File: src/rtl/r2sdf_stage_ctrl.sv
// Sequencing controller for one radix-2 SDF FFT stage: shift enable, butterfly select, twiddle address, output framing.
// Optional sticky protocol checker enabled by defining R2SDF_CTRL_PROTO_CHK_EN.
module r2sdf_stage_ctrl #(
  parameter int N     = 16,
  parameter int STAGE = 0,
  localparam int LOG2N = $clog2(N),
  localparam int TW_W  = (LOG2N > 1) ? LOG2N - 1 : 1
) (
  input  logic            clk,
  input  logic            rst,
  input  logic            in_valid,
  output logic            in_ready,
  input  logic            flush,
  output logic            dl_shift,
  output logic            bf_sel,
  output logic            tw_en,
  output logic [TW_W-1:0] tw_addr,
  output logic            out_valid,
  output logic            out_last,
  output logic            busy,
  output logic            proto_err
);

  localparam int D     = N >> (STAGE + 1);
  localparam int LOG2D = $clog2(D);

  localparam logic [LOG2N-1:0] D_LAST = LOG2N'(D - 1);
  localparam logic [LOG2N-1:0] D_MASK = LOG2N'(D - 1);

  localparam logic [1:0] S_IDLE  = 2'd0;
  localparam logic [1:0] S_FILL  = 2'd1;
  localparam logic [1:0] S_RUN   = 2'd2;
  localparam logic [1:0] S_FLUSH = 2'd3;

  // With a one-sample delay line the first accept already completes the fill.
  localparam logic [1:0] S_AFTER_IDLE = (D == 1) ? S_RUN : S_FILL;

  logic [1:0]       state;
  logic [LOG2N-1:0] cnt;
  logic             accept;
  logic             adv;
  logic             sel_int;
  logic             valid_int;
  logic             tw_en_int;

  always_comb begin
    accept    = in_valid & (state != S_FLUSH);
    adv       = accept | (state == S_FLUSH);
    sel_int   = ((state == S_FILL) || (state == S_RUN)) ? cnt[LOG2D] : 1'b0;
    valid_int = ((state == S_RUN) & in_valid) | (state == S_FLUSH);
    tw_en_int = valid_int & ~sel_int;
  end

  // Every output is held low while reset is asserted, including in_ready.
  always_comb begin
    in_ready  = 1'b0;
    dl_shift  = 1'b0;
    bf_sel    = 1'b0;
    tw_en     = 1'b0;
    tw_addr   = '0;
    out_valid = 1'b0;
    out_last  = 1'b0;
    busy      = 1'b0;
    if (!rst) begin
      in_ready  = (state != S_FLUSH);
      dl_shift  = adv;
      bf_sel    = sel_int;
      tw_en     = tw_en_int;
      tw_addr   = tw_en_int ? (TW_W'(cnt & D_MASK) << STAGE) : '0;
      out_valid = valid_int;
      out_last  = valid_int & (cnt == D_LAST);
      busy      = (state != S_IDLE);
    end
  end

  always_ff @(posedge clk) begin
    if (rst) begin
      state <= S_IDLE;
      cnt   <= '0;
    end else begin
      if (adv) cnt <= cnt + 1'b1;
      case (state)
        S_IDLE:  if (accept) state <= S_AFTER_IDLE;
        S_FILL:  if (accept && (cnt == D_LAST)) state <= S_RUN;
        // A sample arriving together with a flush request at cnt==0 takes priority.
        S_RUN:   if (flush && (cnt == '0) && !accept) state <= S_FLUSH;
        S_FLUSH: begin
          if (cnt == D_LAST) begin
            state <= S_IDLE;
            cnt   <= '0;
          end
        end
        default: state <= S_IDLE;
      endcase
    end
  end

`ifdef R2SDF_CTRL_PROTO_CHK_EN
  logic perr;

  always_ff @(posedge clk) begin
    if (rst) begin
      perr <= 1'b0;
    end else if (flush && ((state == S_FILL) || ((state == S_RUN) && (cnt != '0)))) begin
      perr <= 1'b1;
    end
  end

  assign proto_err = perr & ~rst;
`else
  assign proto_err = 1'b0;
`endif

endmodule

File: config.mk
export PLATFORM = sky130hd
export DESIGN_NAME = r2sdf_stage_ctrl
export DESIGN_NICKNAME = d
export VERILOG_FILES = /design/src/rtl/r2sdf_stage_ctrl.sv
export SDC_FILE = /design/constraint.sdc
export NUM_CORES = 1
export LEC_CHECK = 0
export BUFFER_PORTS_ARGS = -buffer_cell sky130_fd_sc_hd__buf_2
export CORE_AREA = 2 2 39 41
export CTS_BUF_LIST = sky130_fd_sc_hd__clkbuf_16
export DETAILED_ROUTE_END_ITERATION = 10
export DIE_AREA = 0 0 41 43
export GPL_ROUTABILITY_DRIVEN = 0
export PLACE_DENSITY = 0.61
export SLEW_MARGIN = 20
export SYNTH_ARGS = -nofsm -noshare
export SYNTH_HDL_FRONTEND = slang
export SYNTH_SLANG_ARGS = --single-unit
File: constraint.sdc
create_clock -name clk -period 1.9 [get_ports clk]
set_clock_uncertainty 0.1 [all_clocks]
set_input_delay 0.475 -clock clk [delete_from_list [all_inputs] [get_ports clk]]
set_output_delay 0.475 -clock clk [all_outputs]
set_load 0.05 [all_outputs]
Word level (Yosys, flattened, before mapping):

Index checks and enable logic that the tools add are counted.

* flip-flop bits (word level): 6
* input bits: 4
* output and inout port bits: 11
* logic and storage cells: 46

* $add $sub $neg: 1
* equality and inequality tests: 9
* mux-type cells: 18
* bitwise logic cells: 7
* reduce and logical (&&, ||, !) cells: 9

Operators with widths (number)
* 4-bit 2-to-1 mux: 3
* 1-bit 2-to-1 mux: 8
* 2-bit 2-to-1 mux: 4
* 2-bit one-hot mux with 4 select lines: 1
* 3-bit 2-to-1 mux: 2
* 2-bit by 1-bit != test with 1-bit output, second input constant: 3
* 4-bit by 1-bit adder with 4-bit output, second input constant: 1
* 1-bit AND: 4
* 2-bit == test, second input constant: 2
* 4-bit by 3-bit == test with 1-bit output, second input constant: 1
* 4-bit zero test: 1
* 2-bit != test, second input constant: 2
* 4-bit AND reduction: 1
* 1-bit logical AND: 3
* 2-bit by 1-bit == test with 1-bit output, second input constant: 1
* 2-bit zero test: 1
* 1-bit bitwise OR: 2
* 2-bit nonzero test: 1
* 1-bit zero test: 1
* 1-bit logical OR: 1
* 1-bit inverter: 1

Longest topological paths before layout:

* depth after elaboration: 7
* mapped depth: 6
* mapped depth without buffers: 6

Worst setup path before layout:

No wires, ideal clock.

* path kind: reg-to-output
* start point: reg state[0]
* end point: out tw_addr[0]
* arrival time: 2041 ps
* required time: 1325 ps
* slack: -716 ps
* stages on the path, launching flop included: 6
* buffers on the path: 0
* cells stage by stage: dfxtp_1 > inv_1 > ha_1 > a21oi_1 > nor2_1 > and3_1

* longest elaborated chain between the ends: 7
* elaborated cells between the ends (all ways): 11
* those cells by class: eq/ne: 3; mux: 3; bitwise: 4; reduce/logical: 1

Ends and longest elaborated chain
* from (decl): line 38 `logic [1:0] state;`
* from (signal assigned): line 78 `state <= S_IDLE;`
* from (signal assigned): line 83 `S_IDLE: if (accept) state <= S_AFTER_IDLE;`
* from (signal assigned): line 84 `S_FILL: if (accept && (cnt == D_LAST)) state <= S_RUN;`
* 2-bit by 1-bit == test with 1-bit output / 2-bit == test (equally long branches): line 49, 50
* 1-bit logical OR: line 49 `sel_int = ((state == S_FILL) || (state == S_RUN)) ? cnt[LOG2D] : 1'b0;`
* 1-bit 2-to-1 mux: line 49
* 1-bit inverter: line 51 `tw_en_int = valid_int & ~sel_int;`
* 1-bit AND *: line 51
* 3-bit 2-to-1 mux *: line 69 `tw_addr = tw_en_int ? (TW_W'(cnt & D_MASK) << STAGE) : '0;`
* 3-bit 2-to-1 mux *: line 64 `if (!rst) begin`
* to (decl): line 17 `output logic [TW_W-1:0] tw_addr,`

Every way passes the cells marked *; elsewhere a longest branch is shown, timed or not.

Worst setup path in the final report:

* start point: reg state[1]
* end point: out tw_addr[2]

Same word-level chain as after synthesis.

==> metrics.md <==
| Metric | Value |
|---|---|
| Synth-to-Final Area Change | 81.4% |
| Total power | 1.11 mW |
| N_diodes | 0 |
| DR DRC count | 0 |
| Largest net degree at the start of global routing | 8 |
| DIE AREA | 1760 um^2 |
| CTS Hold Buffers Added | 0 |
| Fill count | 117 |
| Total length of routed wires | 1200 um |
| Max Cap Violations | 0 |
| Critical Path AT | 1.38 ns |
| Most frequent cells in the layout | 6 x nor2_1, 6 x buf_2, 6 x buf_4, 5 x buf_8, 5 x buf_6 |
| Mean area per synthesized cell | 7.99 um^2 |
| Failing checks | setup timing |
| Worst setup path start | state[1]$_SDFFE_PP0P_ |
| Vias | 471 |
| Type of origin of the critical path | register |
| Fraction of registers with async set/reset | 0 |
| Initial core utilization | 0.341 |
| Flop and latch count out of synthesis | 6 |
| Hold WS | 0.425 ns |
| Worst Setup EP | tw_addr[2] |
| Row count | 14 |
| Gr ovfl total | 0 |
| Synthesis warning total | 0 |
| Reg-to-reg endpoint | state[0]$_SDFFE_PP0P_ |
| WP data required | 1.32 ns |
| Crit Path Category | register to primary output |
| Post-synth EDFFs | 0 |
| Pins Over Slew Limit | 0 |
| Unique masters post-synth | 25 |
| Port Buffers | 13 |
| Tcrit/Tclk final | 1.03 |
| HP Class | register to register |
| Antenna viol nets, final | 0 |
| TritonRoute pass-1 iters | 4 |
| Ys flop type | dfxtp_1 |
| Setup crit end kind | primary output |
| Power Density | 1290 nW/um^2 |
| Clock Root Buffer | clkbuf_16 |
| CTS sink cnt | 6 |
| Finish-stage setup viols | 6 |
| Crit path time final | 1.95 ns |
| Crit Reg-Reg Startpoint | state[1]$_SDFFE_PP0P_ |
| Worst-path clk slew | 0.04 ns |
| First-pass GRT wire length | 1890 um |
| FMAX | 512 MHz |
| CTS tree | done |
| Drt wl/cell | 12.2 um |
| Die Ht | 43 um |
| Synth Cell Area | 472 um^2 |
| Outcome | finished with violations |
| Share of cells above drive strength 1 | 0.561 |
| R2R cell count | 7 |
| Vias in the first global route | 435 |
| Syn Nets | 70 |
| Post-DR vias/cell | 4.81 |
| Crit path max fanout | 6 |
| Number of buffers created by CTS | 3 |
| Post-synthesis sequential area ratio | 0.255 |
| Final hold viol count | 0 |
| GRT Total Usage | 0.165 |
| H-tree depth | 1 |
| Cells after synthesis | 59 |
| R2R setup slack | 0.25 ns |
| Initial antenna violation count | 0 |
| Lkg Pwr | 0.371 nW |
| Maximum vdd drop | 0.934 mV |
| Final HPWL DP | 832 um |
| I/O pin count | 15 |
| Final worst setup slack | -0.0540 ns |
| Max clock buf depth | 2 |
| Die Wd | 41 um |
| RSZ-0062 raised after global routing | yes |
| Nets | 95 |
| DRT iter0 DRCs | 13 |
| Clk Latency, worst-skew pair | 0.23 ns |
| Core area | 1380 um^2 |
state kept, by name (all words and copies together) (netlist names):
register,cells
cnt,4
state,2
cell usage after synthesis (all sizes together), types with 2 or more instances:
cell    instances  area, um^2
a21oi           3        15.0
and2            2        12.5
and3            3        18.8
dfxtp           6         120
ha              7        87.6
inv             4        15.0
nand2           3        11.3
nand2b          3        18.8
nor2           10        37.5
o21ai           3        15.0
critical path: stages, from the launching register on:
cell	delay, ns
dfxtp_4	0.36
buf_6	0.10
ha_4	0.16
a21oi_4	0.04
nor2_4	0.14
and3_4	0.21
buf_8	0.14
layout make-up:
type / count / area (um^2) / share of cell area
multi-input cells: 47 / 412 / 0.481
repair buffers: 22 / 206 / 0.241
flip-flops and latches: 6 / 125 / 0.146
clock buffers: 3 / 75.1 / 0.0877
well taps: 16 / 20.0 / 0.0234
inverters: 4 / 17.5 / 0.0205
power by group:
part	internal, mW	switching (mW)
logic	0.270	0.299
registers	0.162	0.0324
clock network	0.270	0.0719
layer usage:
layer | wire length [um] | part of all wire | track usage
met1 | 507 | 0.42 | 0.191
met2 | 620 | 0.52 | 0.256
met3 | 61 | 0.051 | 0.0942
met4 | 8 | 0.0067 | 0.0333
met5 | 0 | 0 | 0
stage by stage:
stage,instances,setup TNS (ns),setup WS [ns],utilization,area [um^2]
2_1_floorplan,59,-0.0319,-0.0160,-,537
3_3_place_gp,91,0,0.0536,0.466,644
3_5_place_dp,91,0,0.0197,0.466,644
4_1_cts,97,-0.273,-0.0735,0.603,835
5_1_grt,98,-0.607,-0.112,0.618,856
6_report,98,-0.186,-0.0540,0.618,856
timing repair:
action                     in CTS  in global routing
setup endpoints to repair       8                  9
gates resized for setup        26                  4
pin swaps                       6                  4
setup buffers                   3                  1
cloned                          0                  0
logic make-up after synthesis:
kind of cell,share of synthesized area
xor+xnor,0.0371
buf+inv,0.0557
other cells,0.00795
simple gates,0.281
flops,0.255
mux,0.0212
fa+ha+maj,0.186
compound gates,0.156
worst min-delay path by stage:
stage	to	start	slack, ns	cells after the start
detailed placement	state[1]$_SDFFE_PP0P_	state[1]$_SDFFE_PP0P_	0.41	2
CTS	state[1]$_SDFFE_PP0P_	state[1]$_SDFFE_PP0P_	0.42	2
global route	cnt[1]$_SDFF_PP0_	cnt[1]$_SDFF_PP0_	0.44	2
global placement	cnt[1]$_SDFF_PP0_	cnt[1]$_SDFF_PP0_	0.40	2
finish	cnt[1]$_SDFF_PP0_	cnt[1]$_SDFF_PP0_	0.42	2
floorplan	cnt[1]$_SDFF_PP0_	cnt[1]$_SDFF_PP0_	0.37	2
Note: power is estimated with default switching activity, not from simulation.
